<file path="src/rtl/lfsr_sat_cnt.sv">
// Saturating up-counter with synchronous clear; clear plus increment in the
// same cycle loads 1.
module lfsr_sat_cnt #(
    parameter int W = 16
) (
    input  logic         clk,
    input  logic         rst,
    input  logic         clr,
    input  logic         inc,
    output logic [W-1:0] cnt
);

    always_ff @(posedge clk or negedge rst) begin
        if (!rst) begin
            cnt <= '0;
        end else if (clr) begin
            cnt <= inc ? W'(1) : '0;
        end else if (inc && (cnt != '1)) begin
            cnt <= cnt + W'(1);
        end
    end

endmodule

</file>
<file path="config.mk">
export PLATFORM = sky130hd
export DESIGN_NAME = lfsr_sat_cnt
export DESIGN_NICKNAME = d
export VERILOG_FILES = /design/src/rtl/lfsr_sat_cnt.sv
export SDC_FILE = /design/constraint.sdc
export NUM_CORES = 1
export LEC_CHECK = 0
export ABC_CLOCK_PERIOD_IN_PS = 3500
export CAP_MARGIN = 20
export CELL_PAD_IN_SITES_DETAIL_PLACEMENT = 1
export CELL_PAD_IN_SITES_GLOBAL_PLACEMENT = 1
export CORE_MARGIN = 1
export CORE_UTILIZATION = 49
export CTS_CLUSTER_DIAMETER = 40
export CTS_CLUSTER_SIZE = 10
export DETAILED_ROUTE_END_ITERATION = 7
export DONT_BUFFER_PORTS = 1
export PLACE_DENSITY = 0.87
export SLEW_MARGIN = 10
export SYNTH_ARGS = -nofsm -noshare
export SYNTH_HDL_FRONTEND = slang
export SYNTH_SLANG_ARGS = --single-unit
</file>
<file path="constraint.sdc">
create_clock -name clk -period 3.5 [get_ports clk]
set_input_delay 0.525 -clock clk [delete_from_list [all_inputs] [get_ports clk]]
set_output_delay 0.525 -clock clk [all_outputs]
set_load 0.02 [all_outputs]
</file>
==> impl_metrics.tcl, run 1 <==
set metrics [dict create \
    outcome "complete, no violations" \
    fmax_mhz 483 \
    final_antenna_net_count 0 \
    finalCritPeriodShare 0.591 \
    vias 837 \
    syn_area_um2 960 \
    root_buffer "clkbuf_4" \
    r2r-end "cnt[6]$_DFFE_PN0P_" \
    top_register "cnt" \
    ys_top_cells_by_count "16 x dfrtp_1, 12 x nor2_1, 6 x a21oi_1" \
    dieArea_mm2 0.00214 \
    ir_drop_mv 0.260 \
    cts_sinks 16 \
    cts_resized 0 \
    synth_seq_area_share 0.417 \
    cp_slowest_stage_delay_ns 0.56 \
    rsz0062_at_grt "false" \
    largest_reg_flops 16 \
    setup_slack_ns 1.43 \
    r2r-start "cnt[1]$_DFFE_PN0P_" \
    area_growth_pct 5.48 \
    min_to "cnt[9]$_DFFE_PN0P_" \
    grt_pass1_wl_um 3800 \
    critPathTopFamily "simple AND/OR/NAND/NOR gates" \
    start_kind "register" \
    whs_ns 0.274 \
    routedWlPerCell_um 17.9 \
    nets 108 \
    ys.flop_type "dfrtp_1" \
    yosysUniqueCellTypes 39 \
    synthArstFlopShare 1.00 \
    final-instance-count-excl-fill 127 \
    cts_tree "yes" \
    rrSetupSlack_ns 1.43 \
    drv_slew 0 \
    fin_worst_skew_ns 0.00444 \
    antenna_found_initial 0 \
    rows 15 \
    synth.area.top_cells "dfrtp_1 42%, nor2_1 4.7%, mux2_2 3.5%" \
    hp-class "in2reg" \
    gp_congestion 0.742 \
    cp.arrival_ns 2.26 \
    cts_buffers 3 \
    cts.path.max_buffers 2 \
    synth.most_common_cell "dfrtp_1" \
    die_h_um 46.3 \
    power.density_mw_per_mm2 339 \
    start_util 0.538 \
    synth_edf_count 0 \
    worstMarginPinSlew_ns 0.754 \
    cp_slowest_cell "or4_1" \
    hold_viol_final 0 \
    ys_ff_latch 16 \
    postPlaceCellArea_um2 966 \
    timing.critical_path.fanout_max 6 \
    cp_num_buf_inv 1 \
    clock_latency_ns 0.30 \
    cts-htree-levels 1 \
    crit_required_ns 3.69 \
    clk_pin_slew_ns 0.10 \
    dp.cells 122 \
    drt_iter0_markers 11 \
    io_pins 20 \
    netlist.area_leader.share 0.417 \
    antennaDiodeCount 0 \
    cap_violations 0 \
    die_w_um 46.3 \
    mappedNetlistNets 107 \
    crit_type "reg2reg" \
    drive_gt1_frac 0.127 \
    end_kind "register" \
    reg_top3 "cnt: 16 flops" \
    finalSetupViolations 0 \
    p_leak_nw 0.378 \
    synthCells 102 \
    hpwl_um 1680 \
    min_path_cells 1 \
    avgSynthCellArea_um2 9.41 \
    tns_ns 0 \
    viasPerCell 6.59 \
    grtUsageTotal 0.259 \
    hp-start "clr" \
    ff2ff_path_depth 5 \
    drcViolationCount 0 \
    dp_slack_ns 1.44 \
    yosysWarnings 0 \
    grt_pass1_vias 831 \
    yosys.area.top_type "dfrtp_1" \
    final_area_mm2 0.00101 \
    period_minus_slack_ns 2.07 \
    detail_route.first_pass.iterations 4 \
    cp_cell_sequence "ha_1 > inv_1 > or4_1 > nand3_1 > mux2_1" \
    maxSlewHeadroom 0.495 \
    port_buffers 0 \
    grt_overflow 0 \
    core_mm2 0.00178 \
    drt_wl_total_um 2270 \
    grt_max_degree 22 \
]
==> worst max-delay path by stage <==
stage / to / slack [ns] / from / depth (start not counted)
CTS: cnt[6]$_DFFE_PN0P_ / 1.43 / cnt[0]$_DFFE_PN0P_ / 5
global placement: cnt[6]$_DFFE_PN0P_ / 1.50 / cnt[0]$_DFFE_PN0P_ / 5
global route: cnt[6]$_DFFE_PN0P_ / 1.30 / cnt[0]$_DFFE_PN0P_ / 5
finish: cnt[6]$_DFFE_PN0P_ / 1.43 / cnt[1]$_DFFE_PN0P_ / 5
detailed placement: cnt[6]$_DFFE_PN0P_ / 1.44 / cnt[0]$_DFFE_PN0P_ / 5
floorplan: cnt[6]$_DFFE_PN0P_ / 1.58 / cnt[0]$_DFFE_PN0P_ / 5
==> metal layers <==
layer	GRT usage	routed length, µm	vias to the layer above	share of wire
li1	-	-	397	-
met1	0.322	983	402	0.43
met2	0.411	1110	29	0.49
met3	0.0667	99	9	0.044
met4	0.129	76	0	0.033
met5	0	0	-	0
==> worst register-to-register path: cells and delay by family, from the launching register on <==
kind / cells / cell delay [ns]
fa+ha+maj: 1 / 0.34
simple gates: 2 / 0.67
mux: 1 / 0.32
flops: 1 / 0.53
buf+inv: 1 / 0.10
==> cells in the final DEF, fill, tap and decap left out, types with 2 or more instances in the layout <==
cell type	netlist	layout
dfrtp_1	16	16
nor2_1	12	12
a21oi_1	6	6
nand2_1	5	5
nand3_1	5	5
nor3_1	5	5
inv_1	5	5
nand4_1	4	4
nor2b_1	3	3
mux2_2	3	3
nor4_1	3	3
o41ai_1	3	3
clkbuf_4	0	3
o21ai_0	2	2
o311ai_0	2	2
or4_1	2	2
a211oi_1	2	2
==> power breakdown <==
part	switching, W	total, W	internal [W]
clock network	0.0000660	0.000130	0.0000635
registers	0.00000895	0.000197	0.000188
logic	0.0000106	0.0000166	0.00000595
total	0.0000856	0.000343	0.000257
==> cell type report <==
type | instances | area (µm²)
fillers | 210 | 771
flip-flops and latches | 16 | 400
clock buffers | 4 | 36.3
well taps | 25 | 31.3
inverters | 5 | 18.8
multi-input cells | 76 | 515
repair buffers | 1 | 10.0
==> per-stage QoR <==
| stage | total power (W) | utilization |
|---|---|---|
| after floorplan | 0.000213 | - |
| after global placement | 0.000211 | 0.542 |
| after detailed placement | 0.000213 | 0.542 |
| after CTS | 0.000344 | 0.568 |
| after global routing | 0.000359 | 0.568 |
| final | 0.000343 | 0.568 |
==> kinds of logic (layout without fill, tap and decap cells) <==
| kind of cell | count (synthesis) | count (layout) | share of synthesized area |
|---|---|---|---|
| muxes | 5 | 5 | 0.0574 |
| AOI/OAI and AO/OA | 20 | 20 | 0.149 |
| buffers and inverters | 10 | 10 | 0.0456 |
| and+or+nand+nor | 50 | 50 | 0.318 |
| adders and majority gates | 1 | 1 | 0.0130 |
| DFF | 16 | 16 | 0.417 |
==> what timing repair did <==
action | in CTS | in global routing
hold buffers | 1 | 0
setup buffers | 0 | 0
setup endpoints to repair | 0 | 0
hold endpoints to repair | 16 | 0
Power figures use the tool's default switching activity.
==> run 2: changes to the inputs <==
ABC_CLOCK_PERIOD_IN_PS = 2130   (was 3500)
CORE_UTILIZATION = 46   (was 49)
PLACE_DENSITY = 0.82   (was 0.87)
clock period = 2.13 ns   (was 3.5 ns; I/O delays follow)
==> run 2 against run 1 <==
Worst setup slack worse by 1.3 ns. Clock skew up 0.0076 ns. Combinational power rose to 2.7 times the previous value. Via count up 8.8%. First-iteration DRC count up 9.1%. Clock power up 60%. Critical path depth unchanged. Sequential share of layout area down 3.3 points. Largest cell class unchanged. Fmax up 5.9%. Sequential cell count unchanged.
==> impl_metrics.tcl, run 2 (synthesis gave the netlist of run 1 again) <==
set metrics [dict create \
    cts_buffers 3 \
    outcome "complete, no violations" \
    finalSetupViolations 0 \
    area_growth_pct 15.1 \
    largest_reg_flops 16 \
    grtUsageTotal 0.261 \
    clk_pin_slew_ns 0.11 \
    cp.arrival_ns 2.13 \
    rsz0062_at_grt "false" \
    final_antenna_net_count 0 \
    grt_max_degree 22 \
    final-instance-count-excl-fill 141 \
    drv_slew 0 \
    crit_required_ns 2.30 \
    start_util 0.489 \
    detail_route.first_pass.iterations 4 \
    hpwl_um 1880 \
    reg_top3 "cnt: 16 flops" \
    drt_wl_total_um 2610 \
    rrSetupSlack_ns 0.18 \
    port_buffers 0 \
    grt_pass1_vias 887 \
    end_kind "register" \
    nets 120 \
    drcViolationCount 0 \
    ir_drop_mv 0.413 \
    period_minus_slack_ns 1.95 \
    top_register "cnt" \
    p_leak_nw 0.440 \
    timing.critical_path.fanout_max 6 \
    final_common_cell "dfrtp_1" \
    clock_latency_ns 0.30 \
    gp_congestion 0.779 \
    core_mm2 0.00196 \
    crit_type "reg2reg" \
    cts-htree-levels 1 \
    die_h_um 47.7 \
    tns_ns 0 \
    worstMarginPinSlew_ns 0.750 \
    fin_worst_skew_ns 0.0121 \
    cts_sinks 16 \
    io_pins 20 \
    antenna_found_initial 0 \
    dieArea_mm2 0.00227 \
    start_kind "register" \
    vias 911 \
    hold_viol_final 0 \
    antennaDiodeCount 0 \
    hp-class "in2reg" \
    grt_overflow 0 \
    grt_pass1_wl_um 4060 \
    final_cell_mix "16 x dfrtp_1, 12 x nor2_1, 12 x buf_4, 6 x a21oi_1" \
    maxSlewHeadroom 0.498 \
    routedWlPerCell_um 18.5 \
    cts_tree "yes" \
    nFillCells 244 \
    finalCritPeriodShare 0.918 \
    cap_violations 0 \
    power.density_mw_per_mm2 513 \
    die_w_um 47.7 \
    rows 16 \
    root_buffer "clkbuf_4" \
    fmax_mhz 512 \
    dp.cells 136 \
    cts.path.max_buffers 2 \
    cts_post_setup_buffers_inserted 0 \
    drive_gt1_frac 0.219 \
    viasPerCell 6.46 \
    drt_iter0_markers 12 \
]
run 2: cell types whose count changed in the layout (fill, tap and decap cells not counted), sizes merged:
| cell | delta |
|---|---|
| buf | +12 |
run 2: per-stage QoR:
step	worst slack (ns)	power (W)	hold WS, ns	cell area [µm²]	utilization
floorplan	0.208	0.000350	0.0239	960	-
global placement	0.367	0.000354	0.0243	1060	0.540
detailed placement	0.265	0.000357	0.0242	1060	0.540
CTS	0.190	0.000568	0.0721	1100	0.563
global route	0.130	0.000583	0.0685	1100	0.563
finish	0.175	0.000567	0.0682	1100	0.563
run 2: timing repair:
| item | 4_1_cts | 5_1_grt |
|---|---|---|
| hold buffers | 1 | 0 |
| gates resized for setup | 0 | 0 |
| endpoints found under the hold margin | 16 | 0 |
run 2: metal layers:
layer  track usage  up-vias  part of all wire
met4        0.0833        0             0.017
met3        0.0528        7             0.050
met1         0.316      464              0.41
li1              -      412                 -
met5             0        -                 0
met2         0.463       28              0.52
run 2: layout make-up:
cell class              instances  area (µm²)  share of cell area
clock buffers                   4        36.3              0.0328
inverters                       5        18.8              0.0170
multi-input cells              76         515               0.467
flip-flops and latches         16         400               0.362
well taps                      27        33.8              0.0306
repair buffers                 13         100              0.0906
run 2: report_power, final:
part / leakage, nW / total, W / internal (W) / switching, W
Sequential: 0.220 / 0.000314 / 0.000309 / 0.00000590
Clock: 0.0210 / 0.000208 / 0.000104 / 0.000104
Combinational: 0.198 / 0.0000446 / 0.0000154 / 0.0000292
run 2: worst paths after layout:
| path | end | depth (start not counted) | startpoint |
|---|---|---|---|
| setup / recovery | cnt[6]$_DFFE_PN0P_ | 5 | cnt[1]$_DFFE_PN0P_ |
| hold / removal | cnt[13]$_DFFE_PN0P_ | 1 | clr |
| setup reg to reg | cnt[6]$_DFFE_PN0P_ | 5 | cnt[1]$_DFFE_PN0P_ |
| hold reg to reg | cnt[12]$_DFFE_PN0P_ | 2 | cnt[12]$_DFFE_PN0P_ |
| max in group asynchronous | cnt[6]$_DFFE_PN0P_ | 1 | rst |
| min in group asynchronous | cnt[2]$_DFFE_PN0P_ | 1 | rst |
run 2: worst max-delay path, stage by stage (launching register included):
cell and delay, ns:
dfrtp_1 0.40, ha_1 0.30, inv_1 0.11, or4_1 0.57
nand3_1 0.13, mux2_1 0.33
